[src/rtl/pipe_ctrl_pkg.sv]
// Shared types and constants for the pipe_ctrl pipeline sequencer.
// Optional performance counters are enabled with PIPE_CTRL_PERF_EN.
package pipe_ctrl_pkg;

    typedef enum logic [1:0] {
        RUN      = 2'b00,
        MEM_WAIT = 2'b01,
        ERR      = 2'b10
    } state_t;

    localparam int DEF_REG_AW = 5;

    localparam logic [5:0] RTYPE = 6'b101010;
    localparam logic [5:0] VLD   = 6'b100000;
    localparam logic [5:0] VSD   = 6'b100001;
    localparam logic [5:0] VBEZ  = 6'b100010;
    localparam logic [5:0] VBNEZ = 6'b100011;
    localparam logic [5:0] VNOP  = 6'b111100;

endpackage

[src/rtl/pipe_hazard_det.sv]
// Register-match hazard detection between the ID instruction and the EX tracker.
// Purely combinational; the register file is write-first so WB is never checked.
module pipe_hazard_det
    import pipe_ctrl_pkg::*;
#(
    parameter int REG_AW = DEF_REG_AW
) (
    input  logic              id_valid,
    input  logic              id_wrEn,
    input  logic              id_memEn,
    input  logic              id_memwrEn,
    input  logic              id_bez,
    input  logic              id_bnez,
    input  logic [REG_AW-1:0] id_rD,
    input  logic [REG_AW-1:0] id_rA,
    input  logic [REG_AW-1:0] id_rB,
    input  logic              ex_valid,
    input  logic              ex_wr,
    input  logic              ex_ld,
    input  logic [REG_AW-1:0] ex_rd,
    output logic              hz
);

    logic is_ld;
    logic is_st;
    logic rd_src;
    logic ra_use;
    logic rb_use;
    logic match;

    assign is_ld  = id_memEn & ~id_memwrEn;
    assign is_st  = id_memEn & id_memwrEn;
    // stores and branches read rD rather than writing it
    assign rd_src = is_st | id_bez | id_bnez;
    assign ra_use = id_wrEn | is_ld;
    assign rb_use = id_wrEn;

    assign match = (rd_src & (id_rD == ex_rd))
                 | (ra_use & (id_rA == ex_rd))
                 | (rb_use & (id_rB == ex_rd));

    assign hz = id_valid & ex_valid & (ex_wr | ex_ld) & match;

endmodule

[src/rtl/pipe_ctrl.sv]
// Pipeline sequencer: stall/bubble/flush enables, dmem handshake with timeout.
// Define PIPE_CTRL_PERF_EN to build the stall/flush performance counters.
module pipe_ctrl
    import pipe_ctrl_pkg::*;
#(
    parameter int REG_AW      = DEF_REG_AW,
    parameter int MEM_TIMEOUT = 64,
    parameter int CNT_W       = 32
) (
    input  logic              clk,
    input  logic              reset_n,
    input  logic              id_valid,
    input  logic              id_wrEn,
    input  logic              id_memEn,
    input  logic              id_memwrEn,
    input  logic              id_bez,
    input  logic              id_bnez,
    input  logic [REG_AW-1:0] id_rD,
    input  logic [REG_AW-1:0] id_rA,
    input  logic [REG_AW-1:0] id_rB,
    input  logic              id_br_taken,
    input  logic              dmem_ready,
    output logic              pc_en,
    output logic              pc_sel_br,
    output logic              ifid_en,
    output logic              ifid_flush,
    output logic              idex_en,
    output logic              idex_bubble,
    output logic              exwb_en,
    output logic              dmem_req,
    output logic              dmem_we,
    output logic              mem_err,
    output logic [CNT_W-1:0]  stall_cnt,
    output logic [CNT_W-1:0]  flush_cnt
);

    localparam int TW = $clog2(MEM_TIMEOUT + 1);

    state_t            state;
    state_t            state_nx;
    logic [TW-1:0]     tmo;
    logic [TW-1:0]     tmo_nx;
    logic              err_q;
    logic              err_nx;
    logic              ex_valid;
    logic              ex_wr;
    logic              ex_ld;
    logic              ex_st;
    logic [REG_AW-1:0] ex_rd;
    logic              hz;
    logic              mem_pend;
    logic              br_take;
    logic              go;
    logic              load_ex;
    logic              bubble_ex;
    logic              stall_ev;
    logic              flush_ev;

    pipe_hazard_det #(.REG_AW(REG_AW)) u_hz (
        .id_valid   (id_valid),
        .id_wrEn    (id_wrEn),
        .id_memEn   (id_memEn),
        .id_memwrEn (id_memwrEn),
        .id_bez     (id_bez),
        .id_bnez    (id_bnez),
        .id_rD      (id_rD),
        .id_rA      (id_rA),
        .id_rB      (id_rB),
        .ex_valid   (ex_valid),
        .ex_wr      (ex_wr),
        .ex_ld      (ex_ld),
        .ex_rd      (ex_rd),
        .hz         (hz)
    );

    assign mem_pend = ex_valid & (ex_ld | ex_st);
    assign br_take  = (id_bez | id_bnez) & id_br_taken & id_valid;

    always_comb begin
        state_nx    = state;
        tmo_nx      = tmo;
        err_nx      = err_q;
        go          = 1'b0;
        load_ex     = 1'b0;
        bubble_ex   = 1'b0;
        stall_ev    = 1'b0;
        flush_ev    = 1'b0;
        pc_en       = 1'b0;
        pc_sel_br   = 1'b0;
        ifid_en     = 1'b0;
        ifid_flush  = 1'b0;
        idex_en     = 1'b0;
        idex_bubble = 1'b0;
        exwb_en     = 1'b0;
        dmem_req    = 1'b0;
        unique case (state)
            RUN: begin
                dmem_req = mem_pend;
                if (mem_pend && !dmem_ready) begin
                    state_nx = MEM_WAIT;
                    tmo_nx   = TW'(1);
                end else begin
                    go = 1'b1;
                end
            end
            MEM_WAIT: begin
                dmem_req = 1'b1;
                tmo_nx   = tmo + 1'b1;
                if (dmem_ready) begin
                    go       = 1'b1;
                    state_nx = RUN;
                    tmo_nx   = '0;
                end else if (tmo == TW'(MEM_TIMEOUT - 1)) begin
                    state_nx = ERR;
                    err_nx   = 1'b1;
                end
            end
            default: ;
        endcase
        dmem_we = dmem_req & ex_st;
        if (go) begin
            priority case (1'b1)
                hz: begin
                    idex_en     = 1'b1;
                    idex_bubble = 1'b1;
                    exwb_en     = 1'b1;
                    bubble_ex   = 1'b1;
                    stall_ev    = 1'b1;
                end
                br_take: begin
                    pc_sel_br  = 1'b1;
                    pc_en      = 1'b1;
                    ifid_en    = 1'b1;
                    ifid_flush = 1'b1;
                    idex_en    = 1'b1;
                    exwb_en    = 1'b1;
                    load_ex    = 1'b1;
                    flush_ev   = 1'b1;
                end
                default: begin
                    pc_en   = 1'b1;
                    ifid_en = 1'b1;
                    idex_en = 1'b1;
                    exwb_en = 1'b1;
                    load_ex = 1'b1;
                end
            endcase
        end
        // reset forces every output low regardless of the held state
        if (!reset_n) begin
            pc_en       = 1'b0;
            pc_sel_br   = 1'b0;
            ifid_en     = 1'b0;
            ifid_flush  = 1'b0;
            idex_en     = 1'b0;
            idex_bubble = 1'b0;
            exwb_en     = 1'b0;
            dmem_req    = 1'b0;
            dmem_we     = 1'b0;
            stall_ev    = 1'b0;
            flush_ev    = 1'b0;
        end
    end

    always_ff @(posedge clk) begin
        if (!reset_n) begin
            state    <= RUN;
            tmo      <= '0;
            err_q    <= 1'b0;
            ex_valid <= 1'b0;
            ex_wr    <= 1'b0;
            ex_ld    <= 1'b0;
            ex_st    <= 1'b0;
            ex_rd    <= '0;
        end else begin
            state <= state_nx;
            tmo   <= tmo_nx;
            err_q <= err_nx;
            if (bubble_ex) begin
                ex_valid <= 1'b0;
                ex_wr    <= 1'b0;
                ex_ld    <= 1'b0;
                ex_st    <= 1'b0;
            end else if (load_ex) begin
                ex_valid <= id_valid;
                ex_wr    <= id_wrEn;
                ex_ld    <= id_memEn & ~id_memwrEn;
                ex_st    <= id_memEn & id_memwrEn;
                ex_rd    <= id_rD;
            end
        end
    end

    assign mem_err = err_q & reset_n;

`ifdef PIPE_CTRL_PERF_EN
    logic [CNT_W-1:0] stall_q;
    logic [CNT_W-1:0] flush_q;

    always_ff @(posedge clk) begin
        if (!reset_n) begin
            stall_q <= '0;
            flush_q <= '0;
        end else begin
            if (stall_ev && (stall_q != '1)) stall_q <= stall_q + 1'b1;
            if (flush_ev && (flush_q != '1)) flush_q <= flush_q + 1'b1;
        end
    end

    assign stall_cnt = reset_n ? stall_q : '0;
    assign flush_cnt = reset_n ? flush_q : '0;
`else
    logic unused_ev;
    assign unused_ev = stall_ev | flush_ev;
    assign stall_cnt = '0;
    assign flush_cnt = '0;
`endif

endmodule

[config.mk]
export PLATFORM = sky130hd
export DESIGN_NAME = pipe_ctrl
export DESIGN_NICKNAME = d
export VERILOG_FILES = /design/src/rtl/pipe_ctrl_pkg.sv /design/src/rtl/pipe_hazard_det.sv /design/src/rtl/pipe_ctrl.sv
export SDC_FILE = /design/constraint.sdc
export NUM_CORES = 1
export LEC_CHECK = 0
export BUFFER_PORTS_ARGS = -buffer_cell sky130_fd_sc_hd__clkbuf_2
export CORE_MARGIN = 2
export CORE_UTILIZATION = 35
export CTS_BUF_LIST = sky130_fd_sc_hd__clkbuf_4
export DETAILED_ROUTE_END_ITERATION = 10
export GPL_TIMING_DRIVEN = 0
export PLACE_DENSITY = 0.67
export SYNTH_ARGS = -nofsm -noshare
export SYNTH_HDL_FRONTEND = slang
export SYNTH_SLANG_ARGS = --single-unit
[constraint.sdc]
create_clock -name clk -period 1.71 [get_ports clk]
set_clock_uncertainty 0.05 [all_clocks]
set_input_delay 0.171 -clock clk [delete_from_list [all_inputs] [get_ports clk]]
set_output_delay 0.171 -clock clk [all_outputs]
set_load 0.02 [all_outputs]
==> results.toml, run 1 <==
[yosys]
yosysWarningCount = 0
synth_top_area_share_pct = 31.1
ys_seq_area_share_pct = 23.2
synth_common_cells = "buf_4 (68), dfxtp_1 (19), nand2_1 (15), xnor2_1 (13), nor2_1 (11)"
synthFlopType = "dfxtp_1"
synth.most_common_cell = "buf_4"
synth-edff-count = 0
synthDistinctLibCells = 44
ys_seq_elements = 19
syn-cell-area_um2 = 1640
synth_area_per_cell_um2 = 8.29
ys_top_cells_by_area = "buf_4 (31%), dfxtp_1 (23%), xnor2_1 (6.9%)"
synth_cells = 198
synth_top_area_cell = "buf_4"
async_flop_share_pct = 0

[finish]
antenna_cells = 0
fin_nets = 339
fill_cells = 421
seq_area_um2 = 403
multi_input_area_um2 = 1130
area_delta_synth_final_pct = 53.5
drive_above_1_share_pct = 50.0

[placed_design]
dp_slack_ps = -171
port_buffers = 34
place.gp.congestion = 0.794
dp_hpwl_um = 2680

[outcome]
status = "finished with violations"
violations = "negative setup slack"

[sta]
post-route-period-util_pct = 119
setup-tns-final_ps = -2270
setup_viol = 13
slew_viol_final = 0
hold_viol_final = 0
max_freq_mhz = 491
setup_slack_ps = -328
worstMarginPinSlew_ps = 598
slew_headroom_pct = 59.8
period_needed_ps = 2040
rsz0062_at_grt = "true"

[floorplan]
die-area_um2 = 5250
ios = 99
core_area_um2 = 4440
rows = 24
die_w_um = 72.5
start_util_pct = 36.9
die_y_um = 72.5

[flow_run]
cap_violations = 0

[power]
clock_power_share_pct = 20.5
switchingPower_uw = 417
p_per_area_nw_per_um2 = 479
leakage_nw = 1.31
comb_power_share_pct = 40.1
ir_drop_v = 0.000185
swShare_pct = 34.5
sequentialPowerShare_pct = 39.4
p_int_uw = 791

[cts]
cts.sinks = 19
clk_path_buf_depth = 2
cts-root-buf = "clkbuf_4"
cts_tree = "done"
insertion_delay_ps = 290
clkTransAtPathRegs_ps = 110
h-tree-depth = 1
cts_buffers = 3
cts_hold_buf = 0

[critical_path]
cp_cell_sequence = "buf_4 > xnor2_4 > nand3_4 > o22ai_4 > nor3_4 > buf_4 > buf_6 > buf_6 > buf_8"
crit_type = "flop to output pin"
crit_required_ps = 1490
worst_setup_path_start_kind = "flop"
cp_slowest_cell = "dfxtp_4"
max_stage_delay_ps = 390
cp-end-kind = "output pin"
cp.arrival_ps = 1820
worstPathMaxFanout = 4

[route]
drc_errors = 0
routed_wl_um = 3670
via_per_inst = 3.99
maxUsedRoutingLayer = "met4"
drtIter0Drc = 33
vias = 1453
dr_wl_met2_um = 1940
dr.pass1.iters = 4
wl_met3_um = 260
wirelength_met1_um = 1430
wire_per_inst_um = 10.1
ant_nets = 0

[global_routing]
grt_max_degree = 11
grt_pass1_vias = 1274
grt-ovfl-total = 0
grt_pass1_wl_um = 5500
grt.total_usage_pct = 12.9
grt_antenna_before_repair = 0

[hold_path]
hold_class = "input port to flop"
cells in the final DEF (no fill, tap or decap), types with 3 or more instances in the layout:
cell type | Yosys | final
nor2b_1 | 3 | 3
dfxtp_2 | 0 | 3
buf_6 | 0 | 13
a21boi_1 | 3 | 3
o21a_1 | 4 | 4
nor2_1 | 11 | 8
a31oi_1 | 3 | 3
buf_4 | 68 | 72
a22o_1 | 3 | 3
nand2_1 | 15 | 15
buf_8 | 0 | 3
xnor2_2 | 0 | 9
clkbuf_2 | 0 | 26
clkbuf_4 | 0 | 5
o21ai_0 | 6 | 6
dfxtp_4 | 0 | 5
conb_1 | 1 | 64
xnor2_1 | 13 | 3
dfxtp_1 | 19 | 11
mux2i_1 | 5 | 5
final timing paths:
kind | depth (start not counted) | end | slack, ps | start
max reg2reg | 10 | ex_ld | -200 | ex_rd[3]
min reg2reg | 1 | err_q | 420 | err_q
min | 3 | ex_rd[2] | 80 | id_rD[2]
max | 9 | pc_en | -330 | ex_rd[3]
flip-flops by register name (all words and copies together), names as in the netlist:
name / count
ex_st: 1
ex_ld: 1
ex_valid: 1
ex_wr: 1
err_q: 1
tmo: 7
ex_rd: 5
state: 2
cell type report:
cell class,instances,area share [%]
clock buffer,4,1.19
timing repair buffer,48,14.3
multi-input combinational,170,45.0
tap,52,2.58
buffer,69,20.6
sequential,19,16.0
inverter,2,0.397
per-stage QoR:
step,instances,power (mW),cell area (µm²),utilization (%),hold WS (ps)
2_1_floorplan,261,0.822,1910,-,254
3_3_place_gp,347,0.883,2140,48.2,378
3_5_place_dp,347,0.886,2140,48.2,385
4_1_cts,360,1.16,2340,52.7,53.0
5_1_grt,364,1.27,2520,56.7,89.6
6_report,364,1.21,2520,56.7,77.2
what timing repair did:
item	in CTS	in global routing
resized for setup	28	38
pin swaps	11	18
endpoints found under the hold margin	0	0
setup endpoints to repair	7	17
setup buffers	10	5
critical path, delay by kind of cell (launching register included):
kind	cells	cell delay [ps]
flops	1	390
buf+inv	5	650
xor+xnor	1	180
simple gates	2	160
compound gates	1	150
cells by family (layout without fill, tap and decap cells):
kind of cell	count (synthesis)	in the layout	synth area share, %
simple gates	52	52	17.8
xor+xnor	15	15	8.46
other cells	1	64	0.228
buf+inv	72	123	32.0
flops	19	19	23.2
compound gates	33	33	14.6
fa+ha+maj	1	1	0.762
mux	5	5	3.05
power by group through the flow:
stage / sequential [mW] / clock [mW] / combinational (mW)
floorplan: 0.480 / 0 / 0.342
global route: 0.479 / 0.276 / 0.516
global placement: 0.483 / 0 / 0.400
detailed placement: 0.484 / 0 / 0.402
finish: 0.476 / 0.248 / 0.484
CTS: 0.475 / 0.254 / 0.431
metal layers:
metal / up-vias / track usage [%]
met4: 0 / 4.94
li1: 767 / -
met3: 4 / 1.67
met2: 68 / 23.3
met1: 614 / 15.4
met5: - / 0
No activity file was read; power rests on OpenSTA's default activity.
==> run 2, diff against run 1 <==
--- a/config.mk
+++ b/config.mk
@@ -12,6 +12,8 @@
 export DETAILED_ROUTE_END_ITERATION = 10
 export GPL_TIMING_DRIVEN = 0
 export PLACE_DENSITY = 0.67
+export SETUP_SLACK_MARGIN = 0.02
+export SKIP_CTS_REPAIR_TIMING = 1
 export SYNTH_ARGS = -nofsm -noshare
 export SYNTH_HDL_FRONTEND = slang
 export SYNTH_SLANG_ARGS = --single-unit
==> results.toml, run 2 (same netlist as run 1, synthesis figures left out) <==
[finish]
mostFrequentLayoutCell = "buf_4"
fin_nets = 333
antenna_cells = 0
final_util_pct = 54.0
final_cell_mix = "buf_4 (73), conb_1 (64), clkbuf_2 (27)"
final_area_um2 = 2400
largest_register_ffs = 7
drive_above_1_share_pct = 47.4
regMostFlops = "tmo"
top_regs = "tmo: 7 flops, ex_rd: 5 flops, state: 2 flops"
area_delta_synth_final_pct = 46.1

[global_routing]
grt_pass1_vias = 1154
grt_antenna_before_repair = 0
grt_pass1_wl_um = 4970
grt-ovfl-total = 0
grt_max_degree = 11
grt.total_usage_pct = 11.6

[sta]
setup_slack_ps = -320
post-route-period-util_pct = 119
hold_slack_ps = 59.8
rsz0062_at_grt = "true"
setup_viol = 8
max_freq_mhz = 493
period_needed_ps = 2030
hold_viol_final = 0
slew_viol_final = 0

[route]
vias = 1421
routed_wl_um = 3400
drtIter0Drc = 38
wire_per_inst_um = 9.49
drc_errors = 0
dr.pass1.iters = 4
ant_nets = 0
via_per_inst = 3.97

[critical_path]
worst_setup_path_start_kind = "flop"
worstPathMaxFanout = 4
cp-end-kind = "output pin"
crit_type = "flop to output pin"
cp.arrival_ps = 1810
crit_required_ps = 1490
r2r_slack_ps = -40

[power]
clock_power_share_pct = 21.0
p_per_area_nw_per_um2 = 495
comb_power_share_pct = 38.6
swShare_pct = 34.4
ir_drop_v = 0.000192
leakage_nw = 1.24
p_int_uw = 779
switchingPower_uw = 409
sequentialPowerShare_pct = 40.3

[cts]
cts_tree = "done"
insertion_delay_ps = 300
cts-root-buf = "clkbuf_4"
h-tree-depth = 1
clkTransAtPathRegs_ps = 110
clk_path_buf_depth = 2
cts.sinks = 19
cts_buffers = 3

[hold_path]
hold_class = "input port to flop"

[flow_run]
cap_violations = 0

[floorplan]
rows = 24
ios = 99
die-area_um2 = 5250
die_y_um = 72.5
die_w_um = 72.5
start_util_pct = 36.9
core_area_um2 = 4440

[placed_design]
place_area_um2 = 2140
dp_hpwl_um = 2680
port_buffers = 34
place.gp.congestion = 0.794

[outcome]
status = "finished with violations"
violations = "negative setup slack"
[run 2: worst paths after layout]
kind	depth (start not counted)	to	startpoint
worst min-delay path	3	ex_rd[1]	id_rD[1]
worst max register to register	7	ex_ld	ex_ld
worst min register to register	1	err_q	err_q
worst max-delay path	7	pc_sel_br	ex_ld
[run 2: stage by stage]
stage | setup slack, ps | setup TNS (ps) | power, mW | cells
floorplan | -107 | -107 | 0.822 | 261
global placement | -153 | -236 | 0.883 | 347
detailed placement | -171 | -274 | 0.886 | 347
CTS | -510 | -2080 | 1.13 | 351
global route | -440 | -2140 | 1.25 | 358
finish | -320 | -1320 | 1.19 | 358
[run 2: final cells by class]
class | count | area (µm²)
sequential | 19 | 398
buffer | 69 | 514
inverter | 2 | 10.0
fill | 432 | 2050
timing repair buffer | 42 | 272
tap | 52 | 65.1
clock buffer | 4 | 30.0
multi-input combinational | 170 | 1110
[run 2: metal layers]
metal | wire length, µm | GRT usage, % | up-vias
li1 | - | - | 753
met1 | 1370 | 14.9 | 600
met2 | 1710 | 19.5 | 64
met3 | 266 | 1.67 | 4
met4 | 47 | 4.94 | 0
met5 | 0 | 0 | -
[run 2: power by group through the flow]
stage	clock network [mW]	logic, mW	registers (mW)
3_5_place_dp	0	0.402	0.484
4_1_cts	0.254	0.403	0.473
3_3_place_gp	0	0.400	0.483
5_1_grt	0.277	0.491	0.482
6_report	0.250	0.459	0.479
2_1_floorplan	0	0.342	0.480
[run 2: worst max-delay path, stage by stage, from the launching register on]
cell and delay (ps):
dfxtp_2 380, o211a_4 200, nand3_4 70, nor4_4 360, nor3_4 100, o2111a_2 180, buf_6 110, buf_6 120
